## src/rtl/id_ex_stage.sv

```systemverilog
// ---------------------------------------------------------------------------
// id_ex_stage
// ID/EX pipeline register with operand forwarding and load-use detection.
//
// The EX stage keeps the decoded instruction in registers. The ALU operands
// are built combinationally from that registered state and the current
// MEM/WB results, so a forwarded value reaches the ALU in the same cycle.
//
// Ports
//   clk, rst           rising-edge clock, asynchronous active-high reset
//   stall, flush       hold EX contents / insert a bubble (flush wins)
//   id_*               decode-stage instruction fields
//   mem_*, wb_*        forwarding sources from the MEM and WB stages
//   ex_A, ex_B         ALU operands (after forwarding and a/b select)
//   ex_alu_op,ex_shamt ALU operation and shift amount (ex_B[4:0])
//   ex_store_data      forwarded rs2 value, used by stores
//   ex_pc              registered PC
//   ex_valid, ex_reg_write, ex_mem_read, ex_rd_addr  EX control fields
//   load_use_stall     combinational load-use hazard request
// ---------------------------------------------------------------------------
module id_ex_stage #(
   parameter int BITS = 32
) (
   input  logic            clk,
   input  logic            rst,
   input  logic            stall,
   input  logic            flush,
   input  logic            id_valid,
   input  logic [BITS-1:0] id_pc,
   input  logic [BITS-1:0] id_rs1_data,
   input  logic [BITS-1:0] id_rs2_data,
   input  logic [BITS-1:0] id_imm,
   input  logic [4:0]      id_rs1_addr,
   input  logic [4:0]      id_rs2_addr,
   input  logic [4:0]      id_rd_addr,
   input  logic [3:0]      id_alu_op,
   input  logic            id_a_sel,
   input  logic            id_b_sel,
   input  logic            id_reg_write,
   input  logic            id_mem_read,
   input  logic [4:0]      mem_rd_addr,
   input  logic [4:0]      wb_rd_addr,
   input  logic            mem_reg_write,
   input  logic            wb_reg_write,
   input  logic [BITS-1:0] mem_result,
   input  logic [BITS-1:0] wb_result,
   output logic [BITS-1:0] ex_A,
   output logic [BITS-1:0] ex_B,
   output logic [3:0]      ex_alu_op,
   output logic [4:0]      ex_shamt,
   output logic [BITS-1:0] ex_store_data,
   output logic [BITS-1:0] ex_pc,
   output logic            ex_valid,
   output logic            ex_reg_write,
   output logic            ex_mem_read,
   output logic [4:0]      ex_rd_addr,
   output logic            load_use_stall
);

   // ALU encoding 0000 is ADD; bubbles carry this harmless operation.
   localparam logic [3:0] ALU_ADD = 4'b0000;

   // Control state
   logic            valid_r;
   logic            reg_write_r;
   logic            mem_read_r;
   logic [4:0]      rd_addr_r;
   logic [3:0]      alu_op_r;
   // Datapath state
   logic            a_sel_r;
   logic            b_sel_r;
   logic [BITS-1:0] pc_r;
   logic [BITS-1:0] imm_r;
   logic [4:0]      rs1_addr_r;
   logic [4:0]      rs2_addr_r;
   logic [BITS-1:0] rs1_data_r;
   logic [BITS-1:0] rs2_data_r;
   // Forwarded operands
   logic [BITS-1:0] fwd_rs1_s;
   logic [BITS-1:0] fwd_rs2_s;

   // Operand bypass: x0 is always zero; the younger MEM result beats WB.
   function automatic logic [BITS-1:0] fwd_value(
      input logic [4:0]      addr,
      input logic [BITS-1:0] reg_data,
      input logic            m_we,
      input logic [4:0]      m_rd,
      input logic [BITS-1:0] m_res,
      input logic            w_we,
      input logic [4:0]      w_rd,
      input logic [BITS-1:0] w_res
   );
      logic [BITS-1:0] val;
      if (addr == 5'd0) begin
         val = '0;
      end else if (m_we && (m_rd == addr)) begin
         val = m_res;
      end else if (w_we && (w_rd == addr)) begin
         val = w_res;
      end else begin
         val = reg_data;
      end
      return val;
   endfunction

   // Forwarding network for both register operands.
   always_comb begin
      fwd_rs1_s = fwd_value(rs1_addr_r, rs1_data_r, mem_reg_write, mem_rd_addr,
                            mem_result, wb_reg_write, wb_rd_addr, wb_result);
      fwd_rs2_s = fwd_value(rs2_addr_r, rs2_data_r, mem_reg_write, mem_rd_addr,
                            mem_result, wb_reg_write, wb_rd_addr, wb_result);
   end

   // Control register: reset > flush (bubble) > stall (hold) > load.
   always_ff @(posedge clk or posedge rst) begin
      if (rst) begin
         valid_r     <= 1'b0;
         reg_write_r <= 1'b0;
         mem_read_r  <= 1'b0;
         rd_addr_r   <= 5'd0;
         alu_op_r    <= ALU_ADD;
      end else if (flush) begin
         valid_r     <= 1'b0;
         reg_write_r <= 1'b0;
         mem_read_r  <= 1'b0;
         rd_addr_r   <= 5'd0;
         alu_op_r    <= ALU_ADD;
      end else if (!stall) begin
         valid_r     <= id_valid;
         reg_write_r <= id_reg_write & id_valid;
         mem_read_r  <= id_mem_read & id_valid;
         rd_addr_r   <= id_rd_addr;
         alu_op_r    <= id_alu_op;
      end
   end

   // Datapath register. While stalled the operand registers soak up the
   // forwarded values so a result retiring from MEM/WB is not lost.
   always_ff @(posedge clk or posedge rst) begin
      if (rst) begin
         a_sel_r    <= 1'b0;
         b_sel_r    <= 1'b0;
         pc_r       <= '0;
         imm_r      <= '0;
         rs1_addr_r <= 5'd0;
         rs2_addr_r <= 5'd0;
         rs1_data_r <= '0;
         rs2_data_r <= '0;
      end else if (flush) begin
         // Bubble: control is cleared, datapath contents are don't-care.
         a_sel_r    <= a_sel_r;
      end else if (stall) begin
         rs1_data_r <= fwd_rs1_s;
         rs2_data_r <= fwd_rs2_s;
      end else begin
         a_sel_r    <= id_a_sel;
         b_sel_r    <= id_b_sel;
         pc_r       <= id_pc;
         imm_r      <= id_imm;
         rs1_addr_r <= id_rs1_addr;
         rs2_addr_r <= id_rs2_addr;
         rs1_data_r <= id_rs1_data;
         rs2_data_r <= id_rs2_data;
      end
   end

   // Operand selection and output drive.
   always_comb begin
      ex_A          = a_sel_r ? pc_r : fwd_rs1_s;
      ex_B          = b_sel_r ? imm_r : fwd_rs2_s;
      ex_shamt      = ex_B[4:0];
      ex_store_data = fwd_rs2_s;
      ex_pc         = pc_r;
      ex_alu_op     = alu_op_r;
      ex_valid      = valid_r;
      ex_reg_write  = reg_write_r;
      ex_mem_read   = mem_read_r;
      ex_rd_addr    = rd_addr_r;
   end

   // Load-use hazard: a valid load in EX whose destination is read by ID.
   always_comb begin
      load_use_stall = valid_r & mem_read_r & (rd_addr_r != 5'd0) &
                       ((rd_addr_r == id_rs1_addr) | (rd_addr_r == id_rs2_addr)) &
                       id_valid;
   end

endmodule

```

## config.mk

```make
export PLATFORM = sky130hd
export DESIGN_NAME = id_ex_stage
export DESIGN_NICKNAME = d
export VERILOG_FILES = /design/src/rtl/id_ex_stage.sv
export SDC_FILE = /design/constraint.sdc
export NUM_CORES = 1
export LEC_CHECK = 0
export BUFFER_PORTS_ARGS = -buffer_cell sky130_fd_sc_hd__buf_2
export CAP_MARGIN = 20
export CORE_AREA = 2 2 148 150
export DETAILED_ROUTE_END_ITERATION = 16
export DIE_AREA = 0 0 150 152
export PLACE_DENSITY = 0.78
export SLEW_MARGIN = 10
export SYNTH_ARGS = -nofsm -noshare
export SYNTH_HDL_FRONTEND = slang
export SYNTH_SLANG_ARGS = --single-unit
```

## constraint.sdc

```tcl
create_clock -name clk -period 5.8 [get_ports clk]
set_input_delay 0.58 -clock clk [delete_from_list [all_inputs] [get_ports clk]]
set_output_delay 0.58 -clock clk [all_outputs]
set_load 0.1 [all_outputs]
```

==> reports/metrics.yaml <==
reg2reg_from: "rs1_addr_r[1]$_DFFE_PP0P_"
synth_area_um2: 9060
r2r_slack_ns: 2.59
post_drt_via_cell_ratio: 6.05
max-slew-margin-rel_pct: 25.8
drcViolationCount: 0
grtUsageTotal_pct: 29.2
r2r_end: "rs1_data_r[21]$_DFFE_PP0N_"
setup_viol: 0
wl_per_cell_um: 22.6
rsz0062_at_grt: "no"
cts_sinks: 152
post-cts-setup-buffers: 0
synthXorXnorAreaFrac_pct: 2.90
avgSynthCellArea_um2: 10.1
fin_worst_skew_ns: 0.00738
path_clk_slew_ns: 0.07
synth_common_cells: "dfrtp_1, mux2_2, clkbuf_1, a22o_1, and2_1"
utilization_pct: 54.4
max_stage_delay_ns: 0.80
ir_worst_vdd_uv: 272
fin_crit_sh_pct: 70.9
ys_warn_count: 0
cp.depth: 6
core.rowCount: 54
coreArea_um2: 21400
synth_fa_ha_area_share_pct: 0
synth_mux_area_share_pct: 10.4
gp_congestion: 0.890
worst_path_max_delay_cell: "or2_2"
ff_latch_area_um2: 3810
grt_pass1_wl_um: 51500
leakage_nw: 5.46
synth_ff_type: "dfrtp_1"
cts_hold_buf: 0
final_nets: 1437
ant_nets: 0
critPathTopFamily: "simple AND/OR/NAND/NOR gates"
grt_pass1_vias: 9181
max_freq_mhz: 243
tightest_slew_ns: 1.11
die_w_um: 150
cts-buffers-inserted: 17
finalSetupTns_ns: 0
worstHoldPathType: "input pin to asynchronous set/reset pin"
synthSimpleGateAreaFrac_pct: 13.0
cts_root_buf: "clkbuf_16"
crit_end: "ex_B[31]"
ys_ff_latch: 152
fin_crit_ns: 4.11
cp_data_arrival_time_ns: 3.53
synth-compound-area-share_pct: 26.8
synth_edf_count: 0
cts_resized: 0
die_h_um: 152
r2r.worst_path.cells: 5
synth_top_family_by_area: "compound AO/OA/AOI/OAI gates"
worstPathMaxFanout: 33
drive_above_1_share_pct: 44.5
die_area_um2: 22800
synth_top_area_share_pct: 42.0
crit_required_ns: 5.22
crit_start: "rs2_addr_r[1]$_DFFE_PP0P_"
endpoint_kind: "primary output"
clkLatencyLatePin_ns: 0.42
design_power_total_mw: 5.03
synth_largest_area_cell: "dfrtp_1"
netlist_instances: 896
grt_overflow: 0
async_reset_ff_share_pct: 100
dpl.hpwl_um: 23400
firstDrtPassIters: 8
clk_path_buf_depth: 2
dr.first_iter.drc_count: 861
power_density_nw_per_um2: 433
start_kind: "flip-flop"
setup_ws_ns: 1.69
cap_violations: 0
area_delta_synth_final_pct: 28.2
antenna_found_initial: 5
portBuffers: 377
holdWs_ns: 0.318
grt_max_degree: 94
criticalPathCategory: "flip-flop to primary output"
dp_slack_ns: 1.97
critPathBufInv: 1
syn_nets: 1128
crit_chain: "xnor2_1, nand2_2, or2_2, a31oi_1, a22o_1, buf_2"
cts_tree: "yes"
h-tree-depth: 4
multiInputGateArea_um2: 4860
synth_area_leaders: "dfrtp_1, mux2_2, a22o_1, a221oi_2, and2_1"
slew_viol_final: 0
start_util_pct: 42.4
hold_viol: 0
vias: 9094
drt-total-wl_um: 34000
seq_area_frac_synth_pct: 42.0
io_pins: 378
ys_types: 39
synth.most_common_cell: "dfrtp_1"
fillers: 1955
run_status: "completed"
## flip-flops by register name (all words and copies together), names as in the netlist
register      cells
ex_mem_read       1
b_sel_r           1
a_sel_r           1
ex_alu_op         4
rs1_addr_r        5
ex_rd_addr        5
ex_valid          1
rs1_data_r       32
imm_r            32
ex_reg_write      1
rs2_data_r       32
ex_pc            32
rs2_addr_r        5
## report_power, final
group / internal (mW) / switching, mW / total [mW]
Sequential: 1.21 / 0.127 / 1.34
Clock: 0.636 / 0.489 / 1.12
Combinational: 0.525 / 2.04 / 2.56
Total: 2.37 / 2.66 / 5.03
## kinds of logic (layout without fill, tap and decap cells)
logic type	Yosys count	count (layout)
muxes	85	85
DFF	152	152
buffers and inverters	101	422
xor gates and xnor gates	30	30
AOI/OAI and AO/OA	294	294
other	0	5
and+or+nand+nor	234	234
## final cells by class
type	count	area share, %
Clock buffer	17	3.66
Inverter	2	0.108
Sequential cell	152	32.8
Timing Repair Buffer	389	17.2
Antenna cell	5	0.108
Clock inverter	14	1.28
Tap cell	280	3.02
Multi-Input combinational cell	643	41.9
## worst min-delay path by stage
stage	endpoint	slack, ns	cells past startpoint
2_1_floorplan	imm_r[0]$_DFFE_PP0P_	0.48	1
3_5_place_dp	imm_r[19]$_DFFE_PP0P_	0.50	1
6_report	ex_rd_addr[3]$_DFFE_PP0P_	0.32	2
3_3_place_gp	imm_r[17]$_DFFE_PP0P_	0.49	1
4_1_cts	rs1_data_r[29]$_DFFE_PP0N_	0.36	3
5_1_grt	ex_pc[27]$_DFFE_PP0P_	0.37	2
## metal layers
layer | track usage, % | up-vias | share of wire [%]
met1 | 37.2 | 4427 | 40
met5 | 0 | - | 0.038
li1 | - | 4022 | -
met3 | 6.49 | 92 | 8.9
met2 | 47.6 | 551 | 48
met4 | 12.4 | 2 | 3.2
## cell usage in the layout, fill, tap and decap left out, types with 8 or more instances in the layout
| cell | instances |
|---|---|
| a21o_1 | 32 |
| and2_1 | 64 |
| nand2_1 | 35 |
| a22o_1 | 64 |
| nand3_1 | 35 |
| buf_4 | 11 |
| xor2_1 | 8 |
| o41ai_1 | 32 |
| nor2_1 | 45 |
| mux2_2 | 76 |
| o21ai_0 | 17 |
| nor3_1 | 35 |
| o31ai_1 | 32 |
| xnor2_1 | 22 |
| clkbuf_16 | 17 |
| a22oi_1 | 33 |
| o21ai_1 | 15 |
| dfrtp_1 | 150 |
| mux2i_1 | 9 |
| a31oi_1 | 32 |
| buf_2 | 376 |
| a221oi_2 | 30 |
## through the flow
| stage | area, um2 | cells |
|---|---|---|
| finish | 11600 | 1502 |
| floorplan | 9060 | 896 |
| CTS | 11600 | 1496 |
| global placement | 11000 | 1464 |
| global route | 11600 | 1501 |
| detailed placement | 11000 | 1465 |
Power figures use the tool's default switching activity.
